==> src/rtl/fetch_pc_unit.sv <==
// Fetch-stage PC generator: drives the IF PC, picks the next PC from the BTB prediction,
// holds fetched words across stalls, redirects on MEM-stage mispredicts and drives BTB maintenance.
module fetch_pc_unit #(
   parameter logic [31:0] RESET_PC  = 32'h0000_0060,
   parameter int          CNT_WIDTH = 32
) (
   input  logic                 clk,
   input  logic                 rst_n,
   input  logic                 imem_resp,
   input  logic [31:0]          imem_rdata,
   input  logic                 stall_in,
   input  logic                 btb_hit,
   input  logic                 btb_prediction,
   input  logic [31:0]          btb_target,
   input  logic                 btb_is_jal,
   input  logic                 mem_br_valid,
   input  logic [31:0]          mem_pc,
   input  logic                 mem_is_jal,
   input  logic                 mem_pred_taken,
   input  logic [31:0]          mem_pred_tgt,
   input  logic                 mem_btb_hit,
   input  logic                 mem_taken,
   input  logic [31:0]          mem_target,
   output logic [31:0]          if_pc,
   output logic                 imem_read,
   output logic                 if_valid,
   output logic [31:0]          if_instr,
   output logic                 if_pred_taken,
   output logic [31:0]          if_pred_tgt,
   output logic                 flush,
   output logic                 btb_replace,
   output logic                 btb_update,
   output logic                 btb_result,
   output logic [31:0]          btb_target_in,
   output logic [CNT_WIDTH-1:0] br_count,
   output logic [CNT_WIDTH-1:0] mispred_count
);

   typedef enum logic [1:0] {
      ST_REQ     = 2'd0,
      ST_HOLD    = 2'd1,
      ST_DISCARD = 2'd2
   } state_t;

   localparam logic [CNT_WIDTH-1:0] CNT_MAX = {CNT_WIDTH{1'b1}};
   localparam logic [CNT_WIDTH-1:0] CNT_ONE = {{(CNT_WIDTH-1){1'b0}}, 1'b1};

   state_t      state_r, state_nx_s;
   logic [31:0] addr_r, addr_nx_s;
   logic [31:0] redir_r, redir_nx_s;
   logic [31:0] buf_instr_r, buf_instr_nx_s;
   logic        buf_pred_r, buf_pred_nx_s;
   logic [31:0] buf_next_r, buf_next_nx_s;

   logic        pred_taken_s;
   logic [31:0] next_pc_s;
   logic        mispredict_s;
   logic [31:0] redirect_pc_s;

   assign pred_taken_s  = btb_hit & (btb_is_jal | btb_prediction);
   assign next_pc_s     = pred_taken_s ? btb_target : (addr_r + 32'd4);
   assign mispredict_s  = mem_br_valid & ((mem_pred_taken != mem_taken) |
                                          (mem_taken & (mem_pred_tgt != mem_target)));
   assign redirect_pc_s = mem_taken ? mem_target : (mem_pc + 32'd4);

   assign if_pc         = addr_r;
   assign flush         = mispredict_s;
   assign btb_replace   = mem_br_valid & ~mem_btb_hit & mem_taken;
   assign btb_update    = mem_br_valid & mem_btb_hit & ~mem_is_jal;
   assign btb_result    = mem_taken;
   assign btb_target_in = mem_target;

   // Next-state, next-address and fetch-output decode; imem address only moves on a response or from HOLD.
   always_comb begin
      state_nx_s     = state_r;
      addr_nx_s      = addr_r;
      redir_nx_s     = redir_r;
      buf_instr_nx_s = buf_instr_r;
      buf_pred_nx_s  = buf_pred_r;
      buf_next_nx_s  = buf_next_r;
      imem_read      = 1'b1;
      if_valid       = 1'b0;
      if_instr       = imem_rdata;
      if_pred_taken  = pred_taken_s;
      if_pred_tgt    = next_pc_s;
      case (state_r)
         ST_REQ: begin
            if (imem_resp) begin
               if (mispredict_s) begin
                  addr_nx_s = redirect_pc_s;
               end else if (stall_in) begin
                  buf_instr_nx_s = imem_rdata;
                  buf_pred_nx_s  = pred_taken_s;
                  buf_next_nx_s  = next_pc_s;
                  state_nx_s     = ST_HOLD;
               end else begin
                  if_valid  = 1'b1;
                  addr_nx_s = next_pc_s;
               end
            end else if (mispredict_s) begin
               redir_nx_s = redirect_pc_s;
               state_nx_s = ST_DISCARD;
            end else begin
               state_nx_s = ST_REQ;
            end
         end
         ST_HOLD: begin
            imem_read     = 1'b0;
            if_instr      = buf_instr_r;
            if_pred_taken = buf_pred_r;
            if_pred_tgt   = buf_next_r;
            // A mispredict kills the held word even while downstream is stalled.
            if (mispredict_s) begin
               buf_instr_nx_s = 32'h0000_0000;
               buf_pred_nx_s  = 1'b0;
               buf_next_nx_s  = 32'h0000_0000;
               addr_nx_s      = redirect_pc_s;
               state_nx_s     = ST_REQ;
            end else begin
               if_valid = 1'b1;
               if (!stall_in) begin
                  addr_nx_s  = buf_next_r;
                  state_nx_s = ST_REQ;
               end else begin
                  state_nx_s = ST_HOLD;
               end
            end
         end
         ST_DISCARD: begin
            if (imem_resp) begin
               addr_nx_s  = mispredict_s ? redirect_pc_s : redir_r;
               state_nx_s = ST_REQ;
            end else if (mispredict_s) begin
               redir_nx_s = redirect_pc_s;
            end else begin
               state_nx_s = ST_DISCARD;
            end
         end
         default: begin
            state_nx_s = ST_REQ;
            addr_nx_s  = RESET_PC;
         end
      endcase
   end

   // Fetch state, address, pending redirect and hold buffer registers.
   always_ff @(posedge clk or negedge rst_n) begin
      if (!rst_n) begin
         state_r     <= ST_REQ;
         addr_r      <= RESET_PC;
         redir_r     <= 32'h0000_0000;
         buf_instr_r <= 32'h0000_0000;
         buf_pred_r  <= 1'b0;
         buf_next_r  <= 32'h0000_0000;
      end else begin
         state_r     <= state_nx_s;
         addr_r      <= addr_nx_s;
         redir_r     <= redir_nx_s;
         buf_instr_r <= buf_instr_nx_s;
         buf_pred_r  <= buf_pred_nx_s;
         buf_next_r  <= buf_next_nx_s;
      end
   end

   // Saturating performance counters for resolved branches and mispredictions.
   always_ff @(posedge clk or negedge rst_n) begin
      if (!rst_n) begin
         br_count      <= {CNT_WIDTH{1'b0}};
         mispred_count <= {CNT_WIDTH{1'b0}};
      end else begin
         if (mem_br_valid && (br_count != CNT_MAX)) begin
            br_count <= br_count + CNT_ONE;
         end else begin
            br_count <= br_count;
         end
         if (mispredict_s && (mispred_count != CNT_MAX)) begin
            mispred_count <= mispred_count + CNT_ONE;
         end else begin
            mispred_count <= mispred_count;
         end
      end
   end

endmodule

==> config.mk <==
export PLATFORM = sky130hd
export DESIGN_NAME = fetch_pc_unit
export DESIGN_NICKNAME = d
export VERILOG_FILES = /design/src/rtl/fetch_pc_unit.sv
export SDC_FILE = /design/constraint.sdc
export NUM_CORES = 1
export LEC_CHECK = 0
export CAP_MARGIN = 20
export CORE_MARGIN = 2
export CORE_UTILIZATION = 48
export DETAILED_ROUTE_END_ITERATION = 16
export GPL_TIMING_DRIVEN = 1
export PLACE_DENSITY = 0.86
export SETUP_SLACK_MARGIN = 0.05
export SYNTH_ARGS = -nofsm -noshare
export SYNTH_HDL_FRONTEND = slang
export SYNTH_SLANG_ARGS = --single-unit
==> constraint.sdc <==
create_clock -name clk -period 2.89 [get_ports clk]
set_clock_uncertainty 0.1 [all_clocks]
set_input_delay 0.289 -clock clk [delete_from_list [all_inputs] [get_ports clk]]
set_output_delay 0.289 -clock clk [all_outputs]
set_load 0.01 [all_outputs]
Yosys cells after proc, flatten, opt, wreduce, memory -nomap -nowiden

Cells that the tools add are included.

Flip-flop bits (word level): 195
Bits of input ports: 172
Output and inout bits: 199

Add/subtract/negate cells: 4
Equal/unequal tests: 16
Mux-type cells: 42
Bitwise logic cells: 12
Reduce and logical (&&, ||, !) cells: 9

Operators with widths:

| kind                  | number |
|---|---|
| $mux 32               | 18 |
| $pmux 32 s2           | 2 |
| $pmux 32 s3           | 1 |
| $add 32x1->32 const B | 2 |
| $add 32x3->32 const B | 2 |
| $ne 32x32->1 const B  | 2 |
| $ne 32x32->1          | 1 |
| $ne 3x3->1 const B    | 5 |
| $mux 1                | 12 |
| $mux 2                | 6 |
| $ne 2x2->1 const B    | 5 |
| $and 1x1->1           | 7 |
| $pmux 2 s3            | 1 |
| $reduce_and 5->1      | 1 |
| $pmux 1 s2            | 2 |
| $reduce_and 4->1      | 1 |
| $not 1->1             | 3 |
| $reduce_and 3->1      | 1 |
| $eq 2x1->1 const B    | 1 |
| $eq 2x2->1 const B    | 1 |
| $logic_and 1x1->1     | 2 |
| $logic_not 2->1       | 1 |
| $or 1x1->1            | 2 |
| $reduce_and 2->1      | 1 |
| 3 further kinds       | 3 |

Depth between registers and ports, before layout

Depth in word-level cells: 7
Depth in mapped cells: 10
Depth with buffers taken out: 8

Worst setup path before layout

No wires, ideal clock.

Kind: in2out
From: in mem_pred_tgt[30]
To: out if_valid
Arrival: 2.233 ns
Required time: 2.501 ns
Slack: 0.268 ns
Stages on the path: 9
Path buffers: 2
Path through: xnor2_1 > nand4_1 > or4_4 > or3_1 > buf_2 > nand2_4 > inv_2 > clkbuf_1 > nor3_1

Cells in the longest elaborated chain, start to end: 7

RTL lines:

| what               | line | text |
|---|---|---|
| start: declaration | 20   | `input logic [31:0] mem_pred_tgt,` |
| $ne 32x32->1 *     | 63   | `(mem_taken & (mem_pred_tgt != mem_target)));` |
| $and 1x1->1 *      | 63   |  |
| $or 1x1->1 *       | 62   | `assign mispredict_s = mem_br_valid & ((mem_pred_taken != mem_taken) \|` |
| $and 1x1->1 *      | 62   |  |
| net flush          | 30   | `output logic flush,` |
| $mux 1             | 89   | `if (mispredict_s) begin` |
| $mux 1             | 88   | `if (imem_resp) begin` |
| $pmux 1 s2 *       | 86   | `case (state_r)` |
| end: declaration   | 26   | `output logic if_valid,` |

Mark *: on every way through the listed nets, which the timed path passes. The rest lies on a longest branch.

Worst setup path in the final report

From: reg addr_r[5] (netlist: if_pc[5])
To: out if_pred_tgt[28]

Cells in the longest elaborated chain, start to end: 3

RTL lines:

| what                     | line | text |
|---|---|---|
| start: declaration       | 49   | `logic [31:0] addr_r, addr_nx_s;` |
| start signal: assignment | 157  | `addr_r <= addr_nx_s;` |
| $add 32x3->32            | 61   | `assign next_pc_s = pred_taken_s ? btb_target : (addr_r + 32'd4);` |
| $mux 32                  | 61   |  |
| $mux 32                  | 86   |  |
| end: declaration         | 29   | `output logic [31:0] if_pred_tgt,` |

Every way passes these cells.

==> results.ini <==
[run_status]
outcome = finished with violations
failed_checks = negative setup slack

[route]
post_drt_wl_per_cell_um = 21.9
drt_iter0_drc = 1317
vias_per_cell = 5.93
finalWirelength_mm = 47.5
vias = 12800
drt_pass1_iterations = 6
ant_nets = 0
drc = 0

[cts]
clk_root_buffer_cell = clkbuf_16
numClockSinks = 195
cts.clk_slew.worst_paths_ns = 0.09
clock_latency_ns = 0.45
cts_tree = yes
h-tree-depth = 4
cts_max_path_buffers = 2
numCtsBuffers = 17

[logic_synthesis]
synth_flop_cell = dfrtp_1
yosysWarnings = 0
synth_top_area_cell = dfrtp_1
ys_top_cells_by_area = dfrtp_1 40%, mux2i_1 5.9%, xor2_1 5.0%
ys_ff_latch = 195
synth_area_per_cell_um2 = 9.15
yosysTopAreaCellShare = 0.397
ys_types = 67
yosysSeqAreaShare = 0.401
syn_inst = 1330
syn-num-nets = 1506
netlist_area_mm2 = 0.0122
synth_edf_count = 0
async_flop_share = 1.00

[setup_path]
setup.worst_path.start_class = flip-flop
slowest_stage = dfstp_2
critPathBufInv = 3
path_cells = nand4_1 -> or2_4 -> buf_4 -> nor4_4 -> xnor2_1 -> o21ai_2 -> buf_6 -> nand2_1 -> nand2_2 -> buf_6
cp-end-kind = primary output
required_ns = 2.50
critPathArrivalTime_ns = 2.67
crit_path_frequent_cell = buf_6
path_delay_family = simple AND/OR/NAND/NOR gates
critPathMaxStageDelay_ns = 0.56
crit_fanout = 4
critPathKind = reg -> out

[sta]
fmax_mhz = 326
finalSetupViolations = 15
rsz0062_at_grt = yes
finalCritPeriodShare = 1.06
finalSetupTns_ns = -1.30
final_max_slew_viol_count = 0
setup_ws_ns = -0.174
hold_viol = 0
worst_pin_slew_ns = 0.770
period_minus_slack_ns = 3.06
whs_ns = 0.316
maxSlewHeadroom = 0.485

[global_route]
gr-usage-met3 = 0.0726
grt_use_total = 0.342
grt_overflow_total = 0
grtUsageMet2 = 0.572
grt_max_degree = 82
antenna_found_initial = 1
gr-usage-met1 = 0.425
grt_pass1_wl_mm = 70.3
grt_pass1_vias = 12600
grt-busiest-layer = met2

[finish]
final_area_mm2 = 0.0186
final_util = 0.744
area_growth_pct = 53.1
final_common_cell = clkdlybuf4s50_1
fin_cells = 2167
fin_nets = 1999
final_cell_mix = 321 x clkdlybuf4s50_1, 192 x dfrtp_1, 181 x buf_4
drive_gt1_frac = 0.223

[placed_design]
dpl_worst_slack_ns = -0.527
place_hpwl_mm = 34.0
place_congestion = 0.960
post-place-cells = 2096
placed_area_mm2 = 0.0172
portBuffers = 370

[floorplanning]
fp.dieH_um = 163
die_area_mm2 = 0.0266
coreArea_mm2 = 0.0250
initial_core_util = 0.486
die_x_um = 163
ios = 371
row_count = 58

[power_and_ir_drop]
p_total_mw = 10.5
power_density_mw_per_mm2 = 561
peakVddDrop_v = 0.000401
p_leak_nw = 8.40

[flow_run]
maxCapViolations = 0

[hold_path]
min_path_type = in -> async

==> synth_stat cells, types with 14 or more instances <==
master	n
a21o_1	19
a21oi_1	32
and3_1	17
and4_1	14
buf_4	40
clkbuf_1	53
dfrtp_1	193
inv_1	54
mux2_2	33
mux2i_1	72
nand2_1	155
nand3_1	43
nand4_1	38
nor2_1	75
nor3_1	27
nor4_1	25
o21ai_0	92
o22ai_1	14
or3_1	15
xnor2_1	68
xor2_1	70
==> logic make-up (layout without fill, tap and decap cells) <==
family / Yosys count / count (layout) / share of synthesized area
XOR/XNOR: 138 / 138 / 0.0993
multiplexers: 117 / 117 / 0.105
AO/OA/AOI/OAI: 256 / 256 / 0.139
adder cells (fa/ha/maj): 4 / 4 / 0.00411
buffers and inverters: 166 / 672 / 0.0663
flip-flops: 195 / 195 / 0.401
AND/OR/NAND/NOR: 454 / 454 / 0.185
other: 0 / 1 / 0
==> flip-flops by register name, summed over array words and instances, names as in the netlist <==
| name | flops |
|---|---|
| buf_next_r | 32 |
| br_count | 32 |
| if_pc | 32 |
| buf_pred_r | 1 |
| state_r | 2 |
| mispred_count | 32 |
| buf_instr_r | 32 |
| redir_r | 32 |
==> final timing paths <==
path / from / endpoint / slack, ns / cells after the start
setup / recovery: if_pc[5] / if_pred_tgt[28] / -0.17 / 10
hold / removal: rst_n / mispred_count[11] / 0.32 / 2
setup reg to reg: if_pc[6] / if_pc[11] / 0.18 / 15
hold reg to reg: redir_r[19] / redir_r[19] / 0.39 / 2
max in group asynchronous: rst_n / if_pc[6] / 1.56 / 3
min in group clk: imem_rdata[15] / buf_instr_r[15] / 0.32 / 3
==> final cells by class <==
| type | instances | area, µm² |
|---|---|---|
| Fill cell | 1713 | 6400 |
| Clock inverter | 14 | 143 |
| Antenna cell | 1 | 2.50 |
| Timing Repair Buffer | 584 | 5560 |
| Clock buffer | 18 | 429 |
| Multi-Input combinational cell | 969 | 6990 |
| Inverter | 56 | 213 |
| Sequential cell | 195 | 4880 |
| Tap cell | 330 | 413 |
==> power by group <==
group	switching, mW	internal, mW	total [mW]
combinational	1.97	2.17	4.14
clock	1.19	1.15	2.35
sequential	0.588	3.38	3.97
==> layer usage <==
layer  share of wire  vias to the layer above
met1            0.38                     6143
li1                -                     5671
met3           0.091                      187
met5               0                        -
met2            0.48                      843
met4           0.053                        0
==> what timing repair did <==
action                     in CTS  in global routing
hold buffers                    1                  0
setup endpoints to repair      38                 87
hold endpoints to repair       79                  0
gates cloned                    0                  3
resized for setup             140                104
pin swaps                      18                 45
buffers inserted               21                 13
Note: power is estimated with default switching activity, not from simulation.
